[src/rtl/regfile_pkg.sv]
// Shared types and helpers for the scoreboarded register file.
package regfile_pkg;

    typedef enum logic {
        StInit,
        StRun
    } state_e;

    function automatic int unsigned addr_width(input int unsigned nregs);
        return $clog2(nregs);
    endfunction

endpackage

[src/rtl/regfile_scoreboard.sv]
// Pending-bit scoreboard: issue sets a bit, writes clear it, issue beats a same-cycle clear.
module regfile_scoreboard
    import regfile_pkg::*;
#(
    parameter int unsigned NREGS = 16,
    localparam int unsigned AW   = addr_width(NREGS)
) (
    input  logic             clk_i,
    input  logic             rst_ni,
    input  logic             iss_en_i,
    input  logic [AW-1:0]    iss_addr_i,
    input  logic             clr_a_en_i,
    input  logic [AW-1:0]    clr_a_addr_i,
    input  logic             clr_b_en_i,
    input  logic [AW-1:0]    clr_b_addr_i,
    output logic [NREGS-1:0] pending_o
);

    logic [NREGS-1:0] pending_d, pending_q;

    always_comb begin
        pending_d = pending_q;
        if (clr_a_en_i) pending_d[clr_a_addr_i] = 1'b0;
        if (clr_b_en_i) pending_d[clr_b_addr_i] = 1'b0;
        if (iss_en_i)   pending_d[iss_addr_i]   = 1'b1;
        pending_d[0] = 1'b0;
    end

    always_ff @(posedge clk_i) begin
        if (!rst_ni) begin
            pending_q <= '0;
        end else begin
            pending_q <= pending_d;
        end
    end

    assign pending_o = pending_q;

endmodule

[src/rtl/regfile_sb.sv]
// Two-write, NRP-read register file with x0 hardwired to zero, optional write forwarding,
// a pending-bit scoreboard and a sequential clear of the array after reset.
module regfile_sb
    import regfile_pkg::*;
#(
    parameter int unsigned XLEN   = 32,
    parameter int unsigned NREGS  = 16,
    parameter int unsigned NRP    = 2,
    parameter int unsigned BYPASS = 1,
    localparam int unsigned AW    = addr_width(NREGS)
) (
    input  logic              clk,
    input  logic              rst_n,
    output logic              init_done,
    input  logic [NRP*AW-1:0] rd_addr,
    output logic [NRP*XLEN-1:0] rd_data,
    output logic [NRP-1:0]    rd_busy,
    input  logic              wa_en,
    input  logic [AW-1:0]     wa_addr,
    input  logic [XLEN-1:0]   wa_data,
    input  logic              wb_en,
    input  logic [AW-1:0]     wb_addr,
    input  logic [XLEN-1:0]   wb_data,
    input  logic              iss_en,
    input  logic [AW-1:0]     iss_addr
);

    localparam bit Byp = (BYPASS != 0);

    state_e            state_d, state_q;
    logic [AW-1:0]     cnt_d, cnt_q;
    logic [XLEN-1:0]   mem_q [NREGS];
    logic [NREGS-1:0]  pending;
    logic              run, we_a, we_b, iss_ok;

    assign run       = (state_q == StRun);
    assign init_done = run;
    assign we_a      = run && wa_en && (wa_addr != '0);
    assign we_b      = run && wb_en && (wb_addr != '0);
    assign iss_ok    = run && iss_en && (iss_addr != '0);

    always_comb begin
        state_d = state_q;
        cnt_d   = cnt_q;
        if (state_q == StInit) begin
            cnt_d = cnt_q + 1'b1;
            if (cnt_q == AW'(NREGS - 1)) state_d = StRun;
        end
    end

    always_ff @(posedge clk) begin
        if (!rst_n) begin
            state_q <= StInit;
            cnt_q   <= AW'(1);
        end else begin
            state_q <= state_d;
            cnt_q   <= cnt_d;
        end
    end

    // No reset on the array; the INIT sweep clears it. Port B issued last so it wins a tie.
    always_ff @(posedge clk) begin
        if (state_q == StInit) begin
            mem_q[cnt_q] <= '0;
        end else begin
            if (we_a) mem_q[wa_addr] <= wa_data;
            if (we_b) mem_q[wb_addr] <= wb_data;
        end
    end

    regfile_scoreboard #(
        .NREGS (NREGS)
    ) u_scoreboard (
        .clk_i        (clk),
        .rst_ni       (rst_n),
        .iss_en_i     (iss_ok),
        .iss_addr_i   (iss_addr),
        .clr_a_en_i   (we_a),
        .clr_a_addr_i (wa_addr),
        .clr_b_en_i   (we_b),
        .clr_b_addr_i (wb_addr),
        .pending_o    (pending)
    );

    for (genvar gi = 0; gi < NRP; gi++) begin : g_rd
        logic [AW-1:0] addr;
        logic          hit_a, hit_b;

        assign addr  = rd_addr[gi*AW +: AW];
        assign hit_a = Byp && we_a && (wa_addr == addr);
        assign hit_b = Byp && we_b && (wb_addr == addr);

        assign rd_data[gi*XLEN +: XLEN] = !run            ? '0      :
                                          (addr == '0)    ? '0      :
                                          hit_b           ? wb_data :
                                          hit_a           ? wa_data :
                                                            mem_q[addr];
        assign rd_busy[gi] = run && pending[addr] && !(hit_a || hit_b);
    end

endmodule

[config.mk]
export PLATFORM = sky130hd
export DESIGN_NAME = regfile_sb
export DESIGN_NICKNAME = d
export VERILOG_FILES = /design/src/rtl/regfile_pkg.sv /design/src/rtl/regfile_scoreboard.sv /design/src/rtl/regfile_sb.sv
export SDC_FILE = /design/constraint.sdc
export NUM_CORES = 1
export LEC_CHECK = 0
export CORE_ASPECT_RATIO = 1.5
export CORE_UTILIZATION = 40
export CTS_BUF_LIST = sky130_fd_sc_hd__clkbuf_4
export CTS_CLUSTER_DIAMETER = 100
export DETAILED_ROUTE_END_ITERATION = 10
export DONT_BUFFER_PORTS = 1
export GPL_TIMING_DRIVEN = 1
export PLACE_DENSITY = 0.5
export SETUP_SLACK_MARGIN = 0.4
export SYNTH_ARGS = -nofsm -noshare
export SYNTH_HDL_FRONTEND = slang
export SYNTH_SLANG_ARGS = --single-unit
export TNS_END_PERCENT = 1
[constraint.sdc]
create_clock -name clk -period 12.28 [get_ports clk]
set_input_delay 0.614 -clock clk [delete_from_list [all_inputs] [get_ports clk]]
set_output_delay 0.614 -clock clk [all_outputs]
set_load 0.02 [all_outputs]
After elaboration in Yosys (flattened, before gate mapping)
Memory sizes are Yosys's and may differ from the RTL's.
Cells that the tools add are included.
{"block": "word_totals", "elab_cells": 84, "regBits": 21, "out_inout_bits": 67, "input_bits": 89, "ramBits": 512, "memories": 1}
{"name": "mem_q", "words": 16, "word_bits": 32, "rd": 2, "rd_clocked_by_memory_dff": 0, "wr": 2, "line": "regfile_sb.sv:32", "text": "logic [XLEN-1:0] mem_q [NREGS];"}
{"block": "classes", "n_lt_le_gt_ge": 8, "mux": 33, "eq_ne": 5, "bitwise_logic": 5, "add_sub_neg": 1, "reduce_logical": 27}
{"cell": "32-bit two-way mux", "count": 9}
{"cell": "16-bit two-way mux", "count": 3}
{"cell": "16-bit bitwise AND", "count": 2}
{"cell": "16-bit inverter", "count": 2}
{"cell": "32-bit OR reduction", "count": 1}
{"cell": "4-bit by 5-bit < comparator with 1-bit output, second input constant", "count": 5}
{"cell": "1-bit logical AND", "count": 17}
{"cell": "4-bit equality test", "count": 4}
{"cell": "16-bit OR", "count": 1}
{"cell": "1-bit two-way mux", "count": 15}
{"cell": "1-bit demux with 4-bit select", "count": 3}
{"cell": "4-bit by 1-bit greater-or-equal comparator with 1-bit output, second input constant", "count": 3}
{"cell": "4-bit nonzero test", "count": 3}
{"cell": "1-bit binary-select mux with 4-bit select", "count": 2}
{"cell": "4-bit logical NOT", "count": 2}
{"cell": "4-bit by 1-bit adder with 4-bit output, second input constant", "count": 1}
{"cell": "4-bit equality test, second input constant", "count": 1}
{"cell": "4-bit two-way mux", "count": 1}
{"cell": "1-bit logical NOT", "count": 2}
{"cell": "1-bit logical OR", "count": 2}

Depth between registers and ports, before layout
{"block": "depth", "ltp_word": 11, "ltp_mapped": 9, "depth_no_buf": 5}

Modules after synthesis
From an unflattened synthesis, not the netlist that was laid out.
{"block": "hier_totals", "cells_unflattened": 2714, "area_unflattened_um2": 31365.1}
{"module": "regfile_sb", "seq_area_each_um2": 15474.8, "cells_per_inst": 2627, "area_each_um2": 30634.4, "instances": 1}
{"module": "regfile_scoreboard", "seq_area_each_um2": 300.3, "cells_per_inst": 87, "area_each_um2": 730.7, "instances": 1}

Least setup slack after synthesis
Ideal clock, no wire load.
{"block": "synth_path", "path_kind": "in2reg", "startpoint": "in wa_addr[2]", "endpoint": "mem mem_q[8][0] (enable)", "path_stages": 7, "t_required_ns": 11.814, "arrival_time_ns": 3.934, "path_buffers": 3, "setup_slack_ns": 7.880, "cell_sequence": "clkbuf_1 -> nor2_1 -> a21oi_1 -> buf_2 -> buf_2 -> o22ai_1 -> o21ai_0"}
{"element": "start: declaration", "line": "regfile_sb.sv:19", "text": "input logic [AW-1:0] wa_addr,"}
{"element": "end: declaration", "line": "regfile_sb.sv:32"}

Worst setup path in the final report
{"block": "layout_path", "startpoint": "reg state_q, in the netlist init_done", "endpoint": "out rd_data[0]"}
{"block": "layout_via", "elab_chain_len": 7, "word_cells_on_any_way": 10, "classes_between": "4 x mux; 6 x reduce/logical"}
{"element": "start: declaration", "line": "regfile_sb.sv:30", "text": "state_e state_d, state_q;"}
{"element": "start signal: assignment", "line": "regfile_sb.sv:53", "text": "state_q <= StInit;"}
{"element": "start signal: assignment", "line": "regfile_sb.sv:56", "text": "state_q <= state_d;"}
{"element": "1-bit logical AND (2 in a row)", "line": "regfile_sb.sv:38", "text": "assign we_a = run && wa_en && (wa_addr != '0);"}
{"element": "1-bit logical AND", "line": "regfile_sb.sv:90", "text": "assign hit_a = Byp && we_a && (wa_addr == addr);"}
{"element": "32-bit two-way mux", "line": "regfile_sb.sv:96", "text": "hit_a ? wa_data :"}
{"element": "32-bit two-way mux", "line": "regfile_sb.sv:95", "text": "hit_b ? wb_data :"}
{"element": "32-bit two-way mux", "line": "regfile_sb.sv:94", "text": "(addr == '0) ? '0 :"}
{"element": "32-bit two-way mux (*)", "line": "regfile_sb.sv:93", "text": "assign rd_data[gi*XLEN +: XLEN] = !run ? '0 :"}
{"element": "end: declaration", "line": "regfile_sb.sv:16", "text": "output logic [NRP*XLEN-1:0] rd_data,"}
Every way passes the cells marked *; elsewhere a longest branch is shown, timed or not.

==> summary.md <==
| Metric | Value |
|---|---|
| Root buf cell | `clkbuf_4` |
| Total power after layout | `between 3 and 4 mW` |
| Hold Path Class | `in2reg` |
| Iter 0 DRT Violations | `approximately 2,400` |
| Fillers | `approximately 7,200` |
| Area contributors post-synth | `edfxtp_1 (49%), mux4_2 (19%), o21ai_0 (7.7%)` |
| Crit path kind | `reg2out` |
| Core area | `77,400 um2` |
| # clock sinks | `approximately 530` |
| Asr flop ratio synth | `0` |
| Maximum operating frequency | `between 200 and 250 MHz` |
| Layout cells sized above 1 | `0.231` |
| Worst Setup Start Kind | `flop` |
| Syn Nets | `2,782` |
| Hpwl dp | `roughly 64,000 um` |
| Worst Path Required | `roughly 12,000 ps` |
| EDFF count, synth | `just over 500` |
| Setup ws final | `about 7400 ps` |
| Worst Path Max Fanout | `19` |
| Final min period | `a little under 5000 ps` |
| Area delta synth->final | `7.93%` |
| CTS Buf Count | `approximately 140` |
| Final WL | `115,000 um` |
| YS warnings | `0` |
| Sequential Power Share | `0.526` |
| Vias in the first global route | `23,700` |
| P per Cell Area | `around 120 nW/um2` |
| Nets | `2,674` |
| Global router's overall resource usage | `0.292` |
| Cell Area, Synth | `31,300 um2` |
| Setup Viol. Count Final | `0` |
| Post-CTS Resized | `0` |
| Post-synthesis sequential area ratio | `0.505` |
| 1st-pass router iterations | `6` |
| Period utilization | `0.400` |
| #FFs+latches synth | `~530` |
| Grt ovf | `0` |
| Largest net degree at the start of global routing | `138` |
| Area leader, netlist | `edfxtp_1` |
| P_leak | `between 10 and 15 nW` |
| CTS tree | `done` |
| Clk buf depth | `3` |
| WL/cell | `between 30 and 40 um` |
| Post-layout util | `0.436` |
| Setup_tns | `0 ps` |
| Pint | `2.91 mW` |
| Post-CTS Setup Bufs | `0` |
| Vias/cell | `approximately 6.3` |
| Gpl congestion | `~0.84` |
| WHS | `approximately 80 ps` |
| Status | `completed` |
| Antenna viol nets, final | `0` |
| Worst slew margin | `0.191` |
| Switch share | `0.251` |
| Commonest non-fill, non-tap cells in the layout | `nand2_1 (539), edfxtp_1 (512), o21ai_0 (477)` |
| Combinational share of power | `0.087` |
| Clock power share | `0.387` |
| Die ar. | `a little under 80,000 um2` |
| Slew Viols, Final | `0` |
| Worst vdd ir | `0.0000466 V` |
| R2R setup slack | `around 8100 ps` |
| Die Wd | `about 230 um` |
| Worst path arrival time | `4300 ps` |
| Initial Util | `0.404` |
| Vias | `approximately 23,000` |
| Cells after Synth | `~2,700` |
| Initial antenna violation count | `2` |
| # rows | `between 100 and 150` |
| Most common cell after layout, fill and taps aside | `nand2_1` |
| Hold-fix buffers, CTS | `41` |
| Actual slew at the worst max-slew pin | `about 1200 ps` |
| Clock skew | `28.7 ps` |
| Worst Setup End Kind | `output port` |
| Clock Latency Late Sink | `890 ps` |
| H-tree depth | `4` |
| Post-synth top area share | `0.492` |
| Die H | `approximately 340 um` |
| DRC viols | `0` |
| IO Pins | `around 160` |
| Mean area per synthesized cell | `11.6 um2` |
| Hold Fails Final Rpt | `0` |
| Buffers on Ports | `0` |
| MaxCap Viol Count | `0` |
| Reg clk slew, reported paths | `approximately 70 ps` |
| RSZ-0062 raised after global routing | `no` |
| First-pass GRT wire length | `~160,000 um` |
| Sw Pwr | `roughly 0.98 mW` |
| Synth cell types | `just over 60` |
| Ys flop type | `edfxtp_1` |
| Place WS | `~8000 ps` |
==> worst paths after layout <==
path,to,cells after the start,start
min reg2reg,u_scoreboard.pending_o[15]$_SDFF_PN0_,2,u_scoreboard.pending_o[15]$_SDFF_PN0_
max,rd_data[0],7,init_done$_SDFF_PN0_
max reg2reg,mem_q[9][22]$_DFFE_PP_,6,init_done$_SDFF_PN0_
min,u_scoreboard.pending_o[4]$_SDFF_PN0_,3,iss_addr[3]
==> synthesized netlist by cell type (14+ instances only) <==
master	n
o22ai_1	139
nand2_1	541
clkbuf_1	226
inv_1	35
buf_6	18
xnor2_1	14
dfxtp_1	20
nor2b_1	20
buf_1	18
o21ai_0	481
edfxtp_1	512
buf_2	56
o21a_1	63
nor2_1	84
o221a_2	61
mux4_2	260
==> per-stage QoR <==
step | std cells | cell area (um2)
5_1_grt | 3691 | 33700
2_1_floorplan | 2692 | 31300
3_5_place_dp | 3421 | 31700
3_3_place_gp | 3421 | 31700
6_report | 3692 | 33700
4_1_cts | 3690 | 33700
==> cell type report <==
| class | count | area, um2 | share of cell area |
|---|---|---|---|
| antenna | 2 | 5.00 | 0.000148 |
| timing repair buffer | 87 | 756 | 0.0224 |
| inverter | 35 | 131 | 0.00389 |
| clock inverter | 39 | 205 | 0.00608 |
| sequential | 532 | 15800 | 0.467 |
| clock buffer | 189 | 1420 | 0.0420 |
| multi-input combinational | 1792 | 14200 | 0.420 |
| tap | 1016 | 1270 | 0.0377 |
==> cells by family (layout without fill, tap and decap cells) <==
group,Yosys count,in the layout,synth area share
compound gates,796,796,0.154
xor+xnor,19,19,0.00532
fa+ha+maj,1,1,0.000400
buf+inv,368,350,0.0525
flops,532,532,0.505
mux,271,271,0.191
other cells,0,2,0
simple gates,705,705,0.0923
==> flip-flops by register name, summed over array words and instances, names as in the netlist <==
| name | cells |
|---|---|
| mem_q | 512 |
| u_scoreboard.pending_o | 15 |
| cnt_q | 4 |
| init_done | 1 |
==> layer usage <==
metal  track usage  vias up  routed length [um]
met5             0        -                   0
met4         0.162        0                6220
met3        0.0506      311                8500
met2         0.519     1207               59300
met1         0.332    11500               40800
li1              -    10100                   -
==> worst max-delay path: stages (launching register included) <==
cell and delay, ps:
dfxtp_1 410, nand2_1 110, a21o_1 180, or4_2 1030, buf_4 430, o21ai_4 350
buf_4 440, o221a_1 370
==> power groups by stage <==
stage,clock [mW],combinational [mW],sequential (mW)
2_1_floorplan,0,0.258,2.08
3_3_place_gp,0,0.297,2.09
3_5_place_dp,0,0.299,2.09
4_1_cts,1.54,0.336,2.05
5_1_grt,1.61,0.350,2.05
6_report,1.51,0.337,2.05
(Power assumes the default switching activity.)
